[config.mk]
export PLATFORM = sky130hd
export DESIGN_NAME = rand_arbiter
export DESIGN_NICKNAME = d
export VERILOG_FILES = /design/src/rtl/rand_arbiter.sv
export SDC_FILE = /design/constraint.sdc
export NUM_CORES = 1
export LEC_CHECK = 0
export BUFFER_PORTS_ARGS = -buffer_cell sky130_fd_sc_hd__buf_2
export CELL_PAD_IN_SITES_DETAIL_PLACEMENT = 0
export CELL_PAD_IN_SITES_GLOBAL_PLACEMENT = 2
export CORE_UTILIZATION = 37
export DETAILED_ROUTE_END_ITERATION = 8
export PLACE_DENSITY = 0.92
export REMOVE_ABC_BUFFERS = 1
export SETUP_SLACK_MARGIN = 0.15
export SYNTH_ARGS = -nofsm -noshare
export SYNTH_HDL_FRONTEND = slang
export SYNTH_SLANG_ARGS = --single-unit
[constraint.sdc]
create_clock -name CLK -period 2.3 [get_ports CLK]
set_input_delay 0.115 -clock CLK [delete_from_list [all_inputs] [get_ports CLK]]
set_output_delay 0.115 -clock CLK [all_outputs]
set_load 0.05 [all_outputs]
[src/rtl/rand_arbiter.sv]
// Round-robin arbiter handing out whitened 4-bit random values to N_REQ consumers.
// Three-state grant cycle (IDLE -> GRANT -> COOL) with optional source-freshness gating.
module rand_arbiter #(
  parameter int unsigned N_REQ         = 4,
  parameter logic [7:0]  SEED          = 8'hB8,
  parameter bit          REQUIRE_FRESH = 1'b0
) (
  input  logic             CLK,
  input  logic             reset,
  input  logic [3:0]       rand_src,
  input  logic             src_tick,
  input  logic [N_REQ-1:0] req,
  output logic [N_REQ-1:0] gnt,
  output logic [3:0]       rand_out,
  output logic             busy,
  output logic [7:0]       stale_cnt
);

  localparam int unsigned LW        = (N_REQ > 1) ? $clog2(N_REQ) : 1;
  localparam logic [7:0]  LFSR_INIT = (SEED == 8'h00) ? 8'h01 : SEED;
  localparam logic [LW-1:0] LAST_INIT = LW'(N_REQ - 1);

  typedef enum logic [1:0] {IDLE, GRANT, COOL} state_e;

  state_e           state_q, state_d;
  logic [N_REQ-1:0] gnt_q, gnt_d;
  logic [3:0]       rand_q, rand_d;
  logic             busy_q, busy_d;
  logic [7:0]       stale_q, stale_d;
  logic             fresh_q, fresh_d;
  logic [7:0]       lfsr_q, lfsr_d;
  logic [LW-1:0]    last_q, last_d;

  logic             found;
  logic [LW-1:0]    win;
  logic [LW-1:0]    idx;
  logic             go;

  // Search starts one past the previous winner and wraps modulo N_REQ.
  always_comb begin
    found = 1'b0;
    win   = '0;
    idx   = '0;
    for (int unsigned i = 1; i <= N_REQ; i++) begin
      idx = LW'((32'(last_q) + i) % N_REQ);
      if (!found && req[idx]) begin
        found = 1'b1;
        win   = idx;
      end
    end
  end

  assign go = found && (!REQUIRE_FRESH || fresh_q);

  always_comb begin
    state_d = state_q;
    gnt_d   = '0;
    rand_d  = rand_q;
    stale_d = stale_q;
    fresh_d = fresh_q | src_tick;
    last_d  = last_q;
    lfsr_d  = {lfsr_q[6:0], lfsr_q[7] ^ lfsr_q[5] ^ lfsr_q[4] ^ lfsr_q[3]};
    case (state_q)
      IDLE: begin
        if (go) begin
          state_d    = GRANT;
          gnt_d[win] = 1'b1;
          rand_d     = rand_src ^ lfsr_q[3:0];
          // A tick landing on the grant edge keeps the source marked fresh.
          fresh_d    = src_tick;
          last_d     = win;
          if (!fresh_q && (stale_q != 8'hFF)) stale_d = stale_q + 8'd1;
        end
      end
      GRANT:   state_d = COOL;
      COOL:    state_d = IDLE;
      default: state_d = IDLE;
    endcase
    busy_d = (state_d != IDLE);
  end

  always_ff @(posedge CLK or negedge reset) begin
    if (!reset) begin
      state_q <= IDLE;
      gnt_q   <= '0;
      rand_q  <= '0;
      busy_q  <= 1'b0;
      stale_q <= '0;
      fresh_q <= 1'b0;
      lfsr_q  <= LFSR_INIT;
      last_q  <= LAST_INIT;
    end else begin
      state_q <= state_d;
      gnt_q   <= gnt_d;
      rand_q  <= rand_d;
      busy_q  <= busy_d;
      stale_q <= stale_d;
      fresh_q <= fresh_d;
      lfsr_q  <= lfsr_d;
      last_q  <= last_d;
    end
  end

  assign gnt       = gnt_q;
  assign rand_out  = rand_q;
  assign busy      = busy_q;
  assign stale_cnt = stale_q;

endmodule

==> qor.txt <==
Critical Path Max Stage Delay - 460 ps
Root buffer cell - clkbuf_4
WP data required - 2530 ps
Post-synthesis cell area - 0.00126 sq mm
Hold Crit Depth - 3
Storage cell area - 758 sq um
Post-synth top area share - 47.5%
Die Span X - 60.5 microns
Layout cell share with drive strength beyond 1 - 36.0%
Avg Inst Size Synth - 12.2 sq um
Ys flop type - dfrtp_1
Total power - 0.00199 W
1st-iter DRT viols - 38
Pin count of the biggest net entering global routing - 31
RR Startpoint - stale_cnt[4]$_DFFE_PN0P_
Post-layout util - 48.3%
Period utilization - 64.3%
Ranking of synthesized cells by area - dfrtp_1, dfstp_2, xnor2_1
Die H - 60.5 microns
Worst-Skew Late Latency - 340 ps
Max_slew headroom - 56.9%
Initial antenna violation count - 0
Fillers - 289
DR WL/cell - 12.2 microns
Top-count cell post-synth - dfrtp_1
Full die area - 0.00366 sq mm
Syn Inst Count - 104
Cell Pwr Density - 1310 mW/mm^2
Final Wtd Congestion - 0.815
Post-synth EDFFs - 0
Crit path arrival time - 1710 ps
First-pass GRT wire length - 3.62 mm
Total Routed Length - 2.24 mm
Worst Setup End Kind - register
Number of port buffers - 27
FFs w/ async S/R, synth - 100%
Slowest-stage cell, CP - dfrtp_1
Share of the yosys chip area belonging to registers - 59.9%
Peak Freq - 676 MHz
Drt via density - 4.75
Placeable Area - 0.00315 sq mm
Hold path endpoint - rand_out[2]$_DFFE_PN0P_
Startpoint Class - register
DRC - 0
Flop2flop setup slack - 820 ps
Setup TNS - 0 ps
LEAKAGE - 0.728 nW
Overflow left after global routing - 0
Antenna Nets Post-Route - 0
Initial core utilization - 40.1%
Post-CTS sizing - 0
Drt pass-1 iters - 4
Post-route design area - 0.00152 sq mm
#FFs+latches synth - 30
Fin nets - 150
Gr usage total - 14.2%
Synth top cells by count - dfrtp_1, nor2_1, xnor2_1
Reg2reg path depth - 4
Maxcap violations - 0
CP Class - register to register
Worst Hold Launch - rand_src[2]
Critical path peak fanout - 5
Hold Crit Class - input pin to register
Final critical-path required period - 1480 ps
Slew @ Worst Pin - 646 ps
Area grow syn2layout - 20.4%
Diode count - 0
Post-route clock skew - 12.4 ps
Fin. Hold Viols - 0
Synth warnings - 0
Synth cell types - 33
Detailed-route via count - 869
CTS tree - done
IO Count - 28
Final setup fails - 0
Post-DP HPWL - 1.57 mm
DP Area - 0.00144 sq mm
VDD IR max - 0.434 mV
Total CTS buffers - 5
Worst r2r dst - stale_cnt[1]$_DFFE_PN0P_
Worst-path clk slew - 100 ps
Area of the multi-input gates - 479 sq um
Final Slew Violations - 0
Row cnt - 20
H-tree Lvls - 2
Area leader, netlist - dfrtp_1
CTS Sinks - 30
Vias in the first global route - 816
Status - completed
CTS Buffer Depth - 2
Cell chain of the critical path - nand4_1 -> nor2_1 -> a21oi_2 -> mux2_4
RSZ-0062 raised after global routing - no
[worst max-delay path: cells and delay by family (launching register included)]
family / cells / cell delay (ps)
and+or+nand+nor: 2 / 470
DFF: 1 / 460
muxes: 1 / 310
AOI/OAI and AO/OA: 1 / 140
[worst max-delay path by stage]
stage,cells past startpoint,end,slack (ps),from
after floorplan,4,stale_cnt[6]$_DFFE_PN0P_,610,stale_cnt[0]$_DFFE_PN0P_
after global placement,5,last_q[0]$_DFFE_PN1P_,790,req[1]
after detailed placement,5,last_q[0]$_DFFE_PN1P_,770,req[1]
after CTS,4,stale_cnt[7]$_DFFE_PN0P_,810,state_q[1]$_DFF_PN0_
after global routing,4,stale_cnt[7]$_DFFE_PN0P_,710,state_q[1]$_DFF_PN0_
final,4,stale_cnt[1]$_DFFE_PN0P_,820,stale_cnt[4]$_DFFE_PN0P_
[cell usage in the layout, fill, tap and decap left out, drive strengths merged]
master        n
nor3b         2
clkinv        1
xnor2         8
inv           4
a21boi        1
o22ai         2
xor2          5
and2          1
ha            1
nand3         2
mux2i         1
mux2          2
o21ai         6
nand2b        2
dlygate4sd3   2
a21o          1
nand2         9
nor3          2
dfstp         6
nor2b         3
buf          27
nand4         3
a31o          1
a21oi         3
dfrtp        24
or4           1
a2111oi       1
a211o         3
nor2          8
clkbuf        7
[cell type report]
cell class | count | share of cell area [%]
Clock inverter | 1 | 0.329
Inverter | 4 | 0.986
Clock buffer | 7 | 3.62
Sequential cell | 30 | 49.8
Tap cell | 44 | 3.62
Multi-Input combinational cell | 68 | 31.5
Timing Repair Buffer | 29 | 10.2
[timing repair]
| action | CTS | global route |
|---|---|---|
| hold buffers | 2 | 0 |
| setup buffers | 0 | 0 |
| endpoints found under the hold margin | 25 | 0 |
[sequential cells by signal (all words and copies together), names as in the netlist]
signal	cells
lfsr_q	8
stale_cnt	8
gnt	4
rand_out	4
last_q	2
state_q	2
busy	1
fresh_q	1
[power by group]
group          internal [W]  switching (W)
clock network      0.000148       0.000181
logic              0.000234       0.000617
registers          0.000686       0.000125
[layer usage]
layer | vias up | part of all wire, % | track usage, %
li1 | 421 | - | -
met1 | 416 | 44 | 16.5
met2 | 25 | 47 | 22.1
met3 | 7 | 6.8 | 6.18
met4 | 0 | 2.2 | 7.79
met5 | - | 0 | 0
[stage by stage]
stage	hold WS [ps]	cells	setup WS [ps]
detailed placement	182	173	773
floorplan	-181	102	615
finish	58.7	183	820
global placement	174	173	791
CTS	45.0	183	812
global route	51.5	183	706
[cell families after synthesis]
kind of cell    count (synthesis)  synth area share [%]
buf+inv                         6                  2.18
fa+ha+maj                       1                 0.989
mux                             3                  3.17
compound gates                 18                  9.99
xor+xnor                       13                  9.00
simple gates                   33                  14.7
flops                          30                  59.9
Power figures use the tool's default switching activity.
